==> config.mk <==
export PLATFORM = sky130hd
export DESIGN_NAME = dmem_arbiter
export DESIGN_NICKNAME = d
export VERILOG_FILES = /design/src/rtl/dmem_arbiter.sv
export SDC_FILE = /design/constraint.sdc
export NUM_CORES = 1
export LEC_CHECK = 0
export BUFFER_PORTS_ARGS = -buffer_cell sky130_fd_sc_hd__clkbuf_2
export CAP_MARGIN = 20
export CORE_ASPECT_RATIO = 0.8
export CORE_MARGIN = 8
export CORE_UTILIZATION = 47
export DETAILED_ROUTE_END_ITERATION = 12
export PLACE_DENSITY = 0.88
export SYNTH_ARGS = -nofsm -noshare
export SYNTH_HDL_FRONTEND = slang
export SYNTH_SLANG_ARGS = --single-unit
==> constraint.sdc <==
create_clock -name clk -period 2.1 [get_ports clk]
set_input_delay 0.63 -clock clk [delete_from_list [all_inputs] [get_ports clk]]
set_output_delay 0.63 -clock clk [all_outputs]
set_load 0.03 [all_outputs]
==> src/rtl/dmem_arbiter.sv <==
// rtl/dmem_arbiter.sv - round-robin two-port data memory arbiter (IDLE/ACCESS/RESP)
// Optional misaligned-access check: define DMEM_ARB_MISALIGN_CHECK_EN.
module dmem_arbiter #(
    parameter int DM_ADDRESS = 9,
    parameter int DATA_W     = 32
) (
    input  logic                  clk,
    input  logic                  reset,
    input  logic                  r0_req,
    input  logic                  r0_we,
    input  logic [DM_ADDRESS-1:0] r0_addr,
    input  logic [DATA_W-1:0]     r0_wdata,
    input  logic [2:0]            r0_funct3,
    input  logic                  r1_req,
    input  logic                  r1_we,
    input  logic [DM_ADDRESS-1:0] r1_addr,
    input  logic [DATA_W-1:0]     r1_wdata,
    input  logic [2:0]            r1_funct3,
    output logic                  r0_gnt,
    output logic                  r0_rvalid,
    output logic [DATA_W-1:0]     r0_rdata,
    output logic                  r0_err,
    output logic                  r1_gnt,
    output logic                  r1_rvalid,
    output logic [DATA_W-1:0]     r1_rdata,
    output logic                  r1_err,
    output logic                  MemRead,
    output logic                  MemWrite,
    output logic [DM_ADDRESS-1:0] a,
    output logic [DATA_W-1:0]     wd,
    output logic [2:0]            Funct3,
    input  logic [DATA_W-1:0]     rd
);

    typedef enum logic [1:0] {IDLE, ACCESS, RESP} state_t;

    state_t state;
    logic   last;
    logic   owner;
    logic   lat_we;

    logic                  can_grant;
    logic                  any_gnt;
    logic                  gsel;
    logic                  s_we;
    logic [DM_ADDRESS-1:0] s_addr;
    logic [DATA_W-1:0]     s_wdata;
    logic [2:0]            s_f3;

    // Grants are combinational so the command is sampled in the gnt cycle.
    assign can_grant = !reset && (state == IDLE || state == RESP);
    assign r0_gnt    = can_grant && r0_req && (!r1_req || last);
    assign r1_gnt    = can_grant && r1_req && (!r0_req || !last);
    assign any_gnt   = r0_gnt || r1_gnt;
    assign gsel      = r1_gnt;

    assign s_we    = gsel ? r1_we     : r0_we;
    assign s_addr  = gsel ? r1_addr   : r0_addr;
    assign s_wdata = gsel ? r1_wdata  : r0_wdata;
    assign s_f3    = gsel ? r1_funct3 : r0_funct3;

    assign MemRead   = (state == ACCESS) && !lat_we;
    assign MemWrite  = (state == ACCESS) && lat_we;
    assign r0_rvalid = (state == RESP) && !owner;
    assign r1_rvalid = (state == RESP) && owner;

`ifdef DMEM_ARB_MISALIGN_CHECK_EN
    logic err_q;
    logic mis;

    assign mis    = ((s_f3 == 3'b010) && (s_addr[1:0] != 2'b00)) ||
                    ((s_f3 == 3'b001) && s_addr[0]);
    assign r0_err = r0_rvalid && err_q;
    assign r1_err = r1_rvalid && err_q;
`else
    assign r0_err = 1'b0;
    assign r1_err = 1'b0;
`endif

    always_ff @(posedge clk) begin
        if (reset) begin
            state    <= IDLE;
            last     <= 1'b1;
            owner    <= 1'b0;
            lat_we   <= 1'b0;
            a        <= '0;
            wd       <= '0;
            Funct3   <= '0;
            r0_rdata <= '0;
            r1_rdata <= '0;
`ifdef DMEM_ARB_MISALIGN_CHECK_EN
            err_q    <= 1'b0;
`endif
        end else begin
            case (state)
                ACCESS: begin
                    if (owner) r1_rdata <= lat_we ? '0 : rd;
                    else       r0_rdata <= lat_we ? '0 : rd;
                    state <= RESP;
                end
                default: begin
                    if (any_gnt) begin
                        owner  <= gsel;
                        last   <= gsel;
                        lat_we <= s_we;
                        a      <= s_addr;
                        wd     <= s_wdata;
                        Funct3 <= s_f3;
                        state  <= ACCESS;
`ifdef DMEM_ARB_MISALIGN_CHECK_EN
                        err_q <= mis;
                        // Misaligned accesses never reach memory; answer next cycle.
                        if (mis) begin
                            if (gsel) r1_rdata <= '0;
                            else      r0_rdata <= '0;
                            state <= RESP;
                        end
`endif
                    end else begin
                        state <= IDLE;
                    end
                end
            endcase
        end
    end

endmodule

==> impl_metrics.py <==
metrics = {
    "placement": {
        "place_ws_ps": 80.4,
        "gp_congestion": 0.810,
        "placed_area_um2": 6370,
        "portBuffers": 239,
        "dp_hpwl_um": 11500,
        "dp.cells": 948,
    },
    "worst_setup_path": {
        "crit_path_end_kind": "output port",
        "critPathMaxFanout": 7,
        "slowest_stage": "dfxtp_1",
        "crit_required_ps": 1470,
        "cp.arrival_ps": 1380,
        "path_cells": "nor3b_1 -> clkbuf_2",
        "critPathKind": "reg -> out",
        "slowest_delay_ps": 430,
        "start_kind": "flip-flop",
    },
    "routing": {
        "viasPerCell": 5.47,
        "wirelength_um": 16400,
        "drt_iter0_drc": 344,
        "ant_nets": 0,
        "firstDrtPassIters": 5,
        "vias": 5361,
        "drt_drc_violations_left": 0,
        "detail_route.wl_per_cell_um": 16.7,
    },
    "cells_and_area": {
        "final_area_um2": 7010,
        "diodes": 0,
        "drive_above_1_share_pct": 40.3,
        "final-seq-area_um2": 2260,
        "layout_common_cells": "clkbuf_2 (237), nand2_1 (129), dfxtp_1 (111)",
        "fillerInstances": 900,
        "mostFrequentLayoutCell": "clkbuf_2",
        "syn_to_final_growth_pct": 36.3,
        "multi_input_area_um2": 2530,
        "stdcell_count": 980,
        "nets": 949,
    },
    "sta": {
        "tightest_slew_ps": 916,
        "finalHoldViolCount": 0,
        "finalMaxSlewViolations": 0,
        "max_freq_ghz": 0.497,
        "finalSetupViolCount": 0,
        "worst_slack_ps": 86.0,
        "skew_ps": 10.6,
        "rsz0062_at_grt": "no",
        "relSlewSlack_pct": 38.9,
        "min_period_ps": 2010,
        "fin_crit_sh_pct": 95.9,
        "tns_ps": 0,
    },
    "floorplan": {
        "initial_core_util_pct": 47.8,
        "ios": 242,
        "core-area_um2": 10800,
        "die_h_um": 110,
        "dieArea_um2": 14600,
        "row_count": 34,
        "die_w_um": 133,
    },
    "global_routing": {
        "antenna_found_initial": 0,
        "grt_pass1_wl_um": 26200,
        "use_met2_pct": 36.6,
        "grt_overflow": 0,
        "grt_max_degree": 71,
        "grtUsageTotal_pct": 21.9,
        "met1_usage_pct": 25.6,
        "busiest_layer": "met2",
        "grt_pass1_vias": 5290,
        "use_met3_pct": 7.58,
    },
    "clock_network": {
        "clk_latency_ps": 400,
        "clock_sinks": 113,
        "cts_buffers": 17,
        "h-tree-depth": 4,
        "root_buffer": "clkbuf_16",
        "clk_path_buf_depth": 2,
        "cts_setup_buffers": 0,
        "cts_hold_buf": 0,
        "clk_pin_slew_ps": 50,
        "cts_tree": "done",
    },
    "synth": {
        "netlist_area_um2": 5140,
        "ys_ff_latch": 113,
        "yosys_warnings": 0,
        "syn_inst": 614,
        "synth.distinct_cells": 28,
        "avgSynthCellArea_um2": 8.37,
        "synthTopCellsByArea": "dfxtp_1 (44%), a311oi_2 (11%), a21oi_1 (11%)",
        "synth_top_area_share_pct": 44.0,
        "seq_area_frac_synth_pct": 44.0,
        "yosys.area.top_type": "dfxtp_1",
    },
    "power_and_ir_drop": {
        "power.density_nw_per_um2": 938,
        "p_leak_nw": 2.91,
        "ir_drop_mv": 0.604,
    },
    "run_status": {
        "outcome": "complete, no violations",
    },
    "job": {
        "maxCapViolations": 0,
    },
    "hold_path": {
        "hp-class": "reg -> reg",
    },
}
layer usage:
metal / share of wire (%) / routed length, um / vias to the layer above
li1: - / - / 2608
met3: 8.0 / 1320 / 35
met5: 0 / 0 / -
met4: 2.4 / 401 / 0
met1: 40 / 6590 / 2502
met2: 49 / 8090 / 216
report_power, final:
| group | switching [mW] | total [mW] | internal (mW) |
|---|---|---|---|
| clock | 0.968 | 3.08 | 2.11 |
| sequential | 0.0780 | 2.35 | 2.28 |
| combinational | 0.762 | 1.14 | 0.381 |
| total | 1.81 | 6.57 | 4.77 |
layout make-up:
class | instances | area share (%)
clock buffers | 23 | 6.96
clock inverters | 9 | 2.18
inverters | 4 | 0.214
multi-input cells | 426 | 36.1
flip-flops and latches | 113 | 32.3
well taps | 144 | 2.57
repair buffers | 261 | 19.6
registers in the layout, indices dropped and copies added, names as in the netlist:
name,flops
a,9
owner,1
Funct3,3
lat_we,1
state,2
r1_rdata,32
r0_rdata,32
last,1
wd,32
worst max-delay path: cells and delay by family, from the launching register on:
kind | cells | cell delay, ps
buf+inv | 1 | 260
flops | 1 | 430
simple gates | 1 | 300
worst paths after layout:
check / start / endpoint / slack, ps / depth (start not counted)
setup / recovery: state[1]$_SDFF_PP0_ / r0_rvalid / 90 / 2
hold / removal: r0_rdata[21]$_SDFFE_PP0P_ / r0_rdata[21]$_SDFFE_PP0P_ / 450 / 2
setup reg to reg: state[0]$_SDFF_PP0_ / wd[19]$_SDFFE_PP0P_ / 510 / 4
hold reg to reg: r0_rdata[21]$_SDFFE_PP0P_ / r0_rdata[21]$_SDFFE_PP0P_ / 450 / 2
repair_timing:
action	in CTS	in global routing
hold endpoints to repair	0	0
resized for setup	0	3
setup endpoints to repair	0	5
metrics by stage:
| stage | util (%) | hold WS (ps) | power, mW |
|---|---|---|---|
| 5_1_grt | 65.1 | 475 | 6.82 |
| 3_5_place_dp | 59.1 | 446 | 3.54 |
| 3_3_place_gp | 59.1 | 441 | 3.52 |
| 4_1_cts | 65.1 | 453 | 6.62 |
| 2_1_floorplan | - | 474 | 3.17 |
| 6_report | 65.1 | 451 | 6.57 |
cell usage after synthesis, drive strengths merged:
library cell	number
or2	1
dfxtp	113
nand3	1
nor2	5
nand3b	1
and2	1
nor3b	3
conb	1
nand2	129
a311oi	45
nand4	45
and3b	1
nor2b	32
or3b	1
clkbuf	36
a21oi	109
a211o	2
buf	36
o21ai	45
o32ai	1
inv	4
nand2b	2
logic make-up after synthesis:
logic type,Yosys count,synth area share [%]
AND/OR/NAND/NOR,222,20.8
flip-flops,113,44.0
other,1,0.0729
AO/OA/AOI/OAI,202,27.9
buffers and inverters,76,7.25
Power figures use the tool's default switching activity.
